<file path="src/rtl/itrx_aib_phy_tx_ddr_ser_pkg.sv">
// Shared types and pattern constants for the AIB PHY transmit DDR launch path.
// The state encoding is fixed so that the RX side and debug tooling decode it identically.
package itrx_aib_phy_tx_ddr_ser_pkg;

  typedef enum logic [1:0] {
    ST_OFF   = 2'd0,
    ST_TRAIN = 2'd1,
    ST_RUN   = 2'd2
  } tx_state_e;

  // Per-pin training levels: even half high, odd half low, so every pin toggles each half-cycle.
  localparam logic TRAIN_EVEN_BIT = 1'b1;
  localparam logic TRAIN_ODD_BIT  = 1'b0;
  localparam logic IDLE_BIT       = 1'b0;

endpackage

</file>
<file path="src/rtl/itrx_aib_phy_tx_ddr_ser_fifo.sv">
// Small synchronous FIFO with flush, occupancy count and registered full/empty.
// There is no bypass path; also used by the RX deskew path.
module itrx_aib_phy_sync_fifo #(
  parameter int WIDTH = 40,
  parameter int DEPTH = 4
) (
  input  logic                     clk,
  input  logic                     rst,
  input  logic                     flush_i,
  input  logic                     push_i,
  input  logic                     pop_i,
  input  logic [WIDTH-1:0]         wdata_i,
  output logic [WIDTH-1:0]         rdata_o,
  output logic [$clog2(DEPTH):0]   count_o,
  output logic                     full_o,
  output logic                     empty_o
);

  localparam int AW = $clog2(DEPTH);
  localparam int CW = AW + 1;
  localparam logic [CW-1:0] FULL_COUNT = CW'(DEPTH);

  logic [WIDTH-1:0] mem_q [DEPTH];
  logic [AW-1:0]    wptr_q, wptr_d, rptr_q, rptr_d;
  logic [CW-1:0]    count_q, count_d;
  logic             full_q, full_d, empty_q, empty_d;
  logic             doPush, doPop;

  assign doPush = push_i && !full_q && !flush_i;
  assign doPop  = pop_i && !empty_q && !flush_i;

  always_comb begin
    wptr_d  = wptr_q;
    rptr_d  = rptr_q;
    count_d = count_q;
    if (flush_i) begin
      wptr_d  = '0;
      rptr_d  = '0;
      count_d = '0;
    end else begin
      if (doPush) wptr_d = wptr_q + AW'(1);
      if (doPop)  rptr_d = rptr_q + AW'(1);
      count_d = count_q + CW'(doPush) - CW'(doPop);
    end
    full_d  = (count_d == FULL_COUNT);
    empty_d = (count_d == '0);
  end

  always_ff @(posedge clk) begin
    if (rst) begin
      wptr_q  <= '0;
      rptr_q  <= '0;
      count_q <= '0;
      full_q  <= 1'b0;
      empty_q <= 1'b1;
    end else begin
      wptr_q  <= wptr_d;
      rptr_q  <= rptr_d;
      count_q <= count_d;
      full_q  <= full_d;
      empty_q <= empty_d;
    end
  end

  // Storage needs no reset: occupancy alone decides which entries are meaningful.
  always_ff @(posedge clk) begin
    if (doPush) mem_q[wptr_q] <= wdata_i;
  end

  assign rdata_o = mem_q[rptr_q];
  assign count_o = count_q;
  assign full_o  = full_q;
  assign empty_o = empty_q;

endmodule

</file>
<file path="src/rtl/itrx_aib_phy_tx_ddr_ser.sv">
// AIB PHY transmit DDR launch: buffers full-rate words, sends a training pattern after
// enable, then presents each word as registered even/odd halves to the downstream DDR mux.
module itrx_aib_phy_tx_ddr_ser
  import itrx_aib_phy_tx_ddr_ser_pkg::*;
#(
  parameter int DWIDTH    = 20,
  parameter int DEPTH     = 4,
  parameter int TRAIN_LEN = 8
) (
  input  logic                  clk,
  input  logic                  rst,
  input  logic                  tx_en,
  input  logic [2*DWIDTH-1:0]   in_data,
  input  logic                  in_valid,
  output logic                  in_ready,
  output logic [DWIDTH-1:0]     dout_even,
  output logic [DWIDTH-1:0]     dout_odd,
  output logic                  tx_active,
  output logic                  underflow
);

  localparam int TCW = (TRAIN_LEN > 1) ? $clog2(TRAIN_LEN) : 1;
  localparam logic [TCW-1:0] TRAIN_LAST = TCW'(TRAIN_LEN - 1);
  localparam int FCW = $clog2(DEPTH) + 1;

  tx_state_e           state_q, state_d;
  logic [TCW-1:0]      tcnt_q, tcnt_d;
  logic [DWIDTH-1:0]   even_q, even_d, odd_q, odd_d;
  logic                sent_q, sent_d, uf_q, uf_d;
  logic                loadRun, popReq, fifoFull, fifoEmpty;
  logic [2*DWIDTH-1:0] fifoHead;
  logic [FCW-1:0]      fifoCount;

  assign in_ready = (state_q != ST_OFF) && !fifoFull;

  itrx_aib_phy_sync_fifo #(
    .WIDTH (2*DWIDTH),
    .DEPTH (DEPTH)
  ) u_fifo (
    .clk     (clk),
    .rst     (rst),
    .flush_i (!tx_en),
    .push_i  (in_valid && in_ready),
    .pop_i   (popReq),
    .wdata_i (in_data),
    .rdata_o (fifoHead),
    .count_o (fifoCount),
    .full_o  (fifoFull),
    .empty_o (fifoEmpty)
  );

  always_comb begin
    state_d = state_q;
    tcnt_d  = tcnt_q;
    even_d  = even_q;
    odd_d   = odd_q;
    sent_d  = sent_q;
    uf_d    = uf_q;
    loadRun = 1'b0;
    popReq  = 1'b0;
    if (!tx_en) begin
      state_d = ST_OFF;
      tcnt_d  = '0;
      even_d  = '0;
      odd_d   = '0;
      sent_d  = 1'b0;
      uf_d    = 1'b0;
    end else begin
      unique case (state_q)
        ST_OFF: begin
          state_d = ST_TRAIN;
          tcnt_d  = '0;
          even_d  = {DWIDTH{TRAIN_EVEN_BIT}};
          odd_d   = {DWIDTH{TRAIN_ODD_BIT}};
        end
        ST_TRAIN: begin
          // The edge that ends training is also the first RUN output load.
          if (tcnt_q == TRAIN_LAST) begin
            state_d = ST_RUN;
            loadRun = 1'b1;
          end else begin
            tcnt_d = tcnt_q + TCW'(1);
          end
        end
        ST_RUN:  loadRun = 1'b1;
        default: state_d = ST_OFF;
      endcase
      if (loadRun) begin
        if (!fifoEmpty) begin
          popReq = 1'b1;
          even_d = fifoHead[DWIDTH-1:0];
          odd_d  = fifoHead[2*DWIDTH-1:DWIDTH];
          sent_d = 1'b1;
        end else if (fifoCount == '0) begin
          even_d = {DWIDTH{IDLE_BIT}};
          odd_d  = {DWIDTH{IDLE_BIT}};
          if (sent_q) uf_d = 1'b1;
        end
      end
    end
  end

  always_ff @(posedge clk) begin
    if (rst) begin
      state_q <= ST_OFF;
      tcnt_q  <= '0;
      even_q  <= '0;
      odd_q   <= '0;
      sent_q  <= 1'b0;
      uf_q    <= 1'b0;
    end else begin
      state_q <= state_d;
      tcnt_q  <= tcnt_d;
      even_q  <= even_d;
      odd_q   <= odd_d;
      sent_q  <= sent_d;
      uf_q    <= uf_d;
    end
  end

  assign dout_even = even_q;
  assign dout_odd  = odd_q;
  assign tx_active = (state_q == ST_RUN);
  assign underflow = uf_q;

endmodule

</file>
<file path="config.mk">
export PLATFORM = sky130hd
export DESIGN_NAME = itrx_aib_phy_tx_ddr_ser
export DESIGN_NICKNAME = d
export VERILOG_FILES = /design/src/rtl/itrx_aib_phy_tx_ddr_ser_pkg.sv /design/src/rtl/itrx_aib_phy_tx_ddr_ser_fifo.sv /design/src/rtl/itrx_aib_phy_tx_ddr_ser.sv
export SDC_FILE = /design/constraint.sdc
export NUM_CORES = 1
export LEC_CHECK = 0
export CORE_ASPECT_RATIO = 0.5
export CORE_MARGIN = 2
export CORE_UTILIZATION = 56
export CTS_BUF_LIST = sky130_fd_sc_hd__clkbuf_16
export DETAILED_ROUTE_END_ITERATION = 10
export PLACE_DENSITY = 0.8
export SYNTH_ARGS = -nofsm -noshare
export SYNTH_HDL_FRONTEND = slang
export SYNTH_SLANG_ARGS = --single-unit
</file>
<file path="constraint.sdc">
create_clock -name clk -period 3.6 [get_ports clk]
set_input_delay 0.72 -clock clk [delete_from_list [all_inputs] [get_ports clk]]
set_output_delay 0.72 -clock clk [all_outputs]
set_load 0.02 [all_outputs]
</file>
==> flow_metrics.env <==
export IMPL_clock_path_buffers=3
export IMPL_dp_hpwl_um=8045
export IMPL_final_cell_mix="edfxtp_1 (160), clkdlybuf4s50_1 (86), dfxtp_1 (56), mux4_2 (40), nor2_1 (26)"
export IMPL_cap_violations=0
export IMPL_cp_end_kind="register"
export IMPL_synth_cells=420
export IMPL_cts_resized=0
export IMPL_place_gp_congestion=0.7493
export IMPL_wl_per_cell_um=19.62
export IMPL_irDropWorstVdd_v=0.0002697
export IMPL_core_mm2=0.01374
export IMPL_yosys_area_share_xor_xnor_pct=0.3906
export IMPL_rsz0062_at_grt="no"
export IMPL_hold_buffers=0
export IMPL_synth_top_family_by_area="multiplexers"
export IMPL_crit_fanout=9
export IMPL_cp_num_cells=13
export IMPL_hold_class="register to register"
export IMPL_numCtsBuffers=19
export IMPL_drt_iter0_drc=234
export IMPL_fp_dieH_um=88.56
export IMPL_critPathSlowestCell="a21oi_2"
export IMPL_grt_antenna_before_repair=0
export IMPL_drive_above_1_share_pct=15.84
export IMPL_layout_commonest_cell="edfxtp_1"
export IMPL_synthesis_area_mm2=0.008008
export IMPL_post_route_min_period_ns=2.912
export IMPL_grt_overflow=0
export IMPL_path_cells="ha_1, ha_1, a21oi_2, nor3_1, and2_1, ha_1, inv_1, ha_1, inv_1, fa_1, xnor3_1, nor2_1, a21oi_1"
export IMPL_ctsHtreeMaxLevel=1
export IMPL_grt_max_degree=41
export IMPL_worst_setup_path_type="register to register"
export IMPL_clk_pin_slew_ns=0.07
export IMPL_synth_avg_cell_area_um2=19.07
export IMPL_reg2reg_to="u_fifo.empty_o$_SDFF_PP1_"
export IMPL_startpoint_type="register"
export IMPL_synth_seq_cells=218
export IMPL_status="finished, final reports clean"
export IMPL_grt_pass1_wl_um=22070
export IMPL_r2r_start="tcnt_q[0]$_SDFFE_PP0P_"
export IMPL_routed_wl_um=14050
export IMPL_io_buffers=86
export IMPL_cpPeakStageDelay_ns=0.45
export IMPL_relSlewSlack_pct=27.88
export IMPL_grt_pass1_vias=4124
export IMPL_min_from="sent_q$_SDFFE_PP0N_"
export IMPL_diodes=0
export IMPL_track_usage_pct=18.96
export IMPL_synth_area_mux_share_pct=11.38
export IMPL_std_cell_rows=30
export IMPL_syn_num_nets=477
export IMPL_fin_tns_setup_ns=0
export IMPL_viasPerCell=5.599
export IMPL_synth_main_ff_cell="edfxtp_1"
export IMPL_ff2ff_setup_slack_ns=0.69
export IMPL_path_common_cell="ha_1"
export IMPL_synth_compound_area_share_pct=6.266
export IMPL_fmax_mhz=343.5
export IMPL_dieArea_mm2=0.01533
export IMPL_critPathRequiredTime_ns=3.94
export IMPL_crit_end="u_fifo.empty_o$_SDFF_PP1_"
export IMPL_slew_violations=0
export IMPL_fillCellCount=897
export IMPL_critPathTopFamily="adder cells"
export IMPL_critPathLaunch="tcnt_q[0]$_SDFFE_PP0P_"
export IMPL_critPathArrivalTime_ns=3.25
export IMPL_post_route_period_util_pct=80.88
export IMPL_vias=4009
export IMPL_skew_ns=0.009257
export IMPL_synth_top_area_cell="edfxtp_1"
export IMPL_yosys_top_cells_area="edfxtp_1 (60%), dfxtp_1 (15%), mux4_2 (11%)"
export IMPL_crit_buf_inv=2
export IMPL_synthSimpleGateAreaFrac_pct=3.297
export IMPL_setup_violations=0
export IMPL_leakage_nw=3.151
export IMPL_cts_root_buf="clkbuf_16"
export IMPL_power_density_mw_per_mm2=491.0
export IMPL_tritoncts="yes"
export IMPL_final_nets=569
export IMPL_total_power_mw=4.743
export IMPL_ys_seq_area_share_pct=74.50
export IMPL_area_growth_pct=20.62
export IMPL_regArea_mm2=0.005971
export IMPL_tightest_slew_ns=1.082
export IMPL_cts_setup_buffers=0
export IMPL_post_route_drc_count=0
export IMPL_synthArstFlopShare_pct=0
export IMPL_reg2reg_depth=13
export IMPL_yosysWarnings=0
export IMPL_multiInputGateArea_mm2=0.001906
export IMPL_firstDrtPassIters=4
export IMPL_synth_edff_count=160
export IMPL_clk_latency_ns=0.48
export IMPL_clock_sinks=218
export IMPL_start_util_pct=58.29
export IMPL_synth_fa_ha_area_share_pct=2.125
export IMPL_fin_util_pct=70.31
export IMPL_yosysTopAreaCellShare_pct=60.00
export IMPL_io_pins=87
export IMPL_antenna_left=0
export IMPL_die_w_um=173.1
export IMPL_hold_viol=0
export IMPL_netlist_cell_type_count=40
-- area by class of cell --
type / instances / area share [%]
clock inverter: 14 / 0.6865
inverter: 10 / 0.3886
timing repair buffer: 93 / 9.974
sequential: 218 / 61.81
clock buffer: 19 / 4.922
multi-input combinational: 170 / 19.73
tap: 192 / 2.487
-- Yosys cell counts (all sizes together) (2+ instances only) --
library cell  instances
nand2b                4
buf                  13
ha                   12
mux4                 40
inv                  10
a22o                 20
dfxtp                58
nand2                 2
and2                  7
o31ai                 2
a21oi                10
edfxtp              160
o21a                  2
nor2b                 2
nand3                 2
nor2                 26
o2bb2ai              20
clkbuf                9
o21ai                 6
-- metal layers --
metal | track usage, % | share of wire [%] | up-vias
li1 | - | - | 1854
met1 | 25.08 | 44 | 2043
met2 | 33.09 | 49 | 91
met3 | 4.338 | 5.2 | 21
met4 | 4.314 | 1.4 | 0
met5 | 0 | 0 | -
-- cell families (layout without fill, tap and decap cells) --
kind of cell               after synthesis  in the layout
AOI/OAI and AO/OA                       63             63
xor gates and xnor gates                 2              2
adders and majority gates               13             13
buffers and inverters                   32            136
DFF                                    218            218
muxes                                   41             41
and+or+nand+nor                         51             51
-- worst reg2reg max path, delay by kind of cell (launching register included) --
kind / cells / cell delay [ns]
xor gates and xnor gates: 1 / 0.21
and+or+nand+nor: 3 / 0.44
buffers and inverters: 2 / 0.10
DFF: 1 / 0.32
adders and majority gates: 5 / 1.20
AOI/OAI and AO/OA: 2 / 0.50
-- report_power, final --
| group | internal (mW) | leakage (nW) | switching (mW) |
|---|---|---|---|
| sequential | 2.72 | 1.91 | 0.0142 |
| combinational | 0.0994 | 0.944 | 0.104 |
| clock | 0.964 | 0.293 | 0.843 |
-- worst min path at each step --
stage / to / slack [ns] / cells after the start
global placement: sent_q$_SDFFE_PP0N_ / 0.45 / 1
finish: sent_q$_SDFFE_PP0N_ / 0.46 / 1
CTS: sent_q$_SDFFE_PP0N_ / 0.46 / 1
detailed placement: sent_q$_SDFFE_PP0N_ / 0.45 / 1
global route: dout_odd[11]$_SDFF_PP0_ / 0.49 / 1
floorplan: sent_q$_SDFFE_PP0N_ / 0.43 / 1
-- state kept, by name, summed over array words and instances (netlist names), named ones only --
register / flops
u_fifo.rptr_q: 2
u_fifo.full_o: 1
underflow: 1
u_fifo.empty_o: 1
tcnt_q: 3
state_q: 2
u_fifo.mem_q: 160
dout_odd: 20
sent_q: 1
u_fifo.wptr_q: 2
dout_even: 20
u_fifo.count_o: 3
-- per-stage QoR --
stage / hold WS (ns) / cells / setup slack (ns) / area (µm²)
floorplan: 0.4333 / 420 / 0.9956 / 8008
global placement: 0.4461 / 683 / 0.7933 / 9117
detailed placement: 0.4493 / 683 / 0.7016 / 9117
CTS: 0.4648 / 716 / 0.6872 / 9659
global route: 0.4938 / 716 / 0.4765 / 9659
finish: 0.4642 / 716 / 0.6884 / 9659
Power figures use the tool's default switching activity.
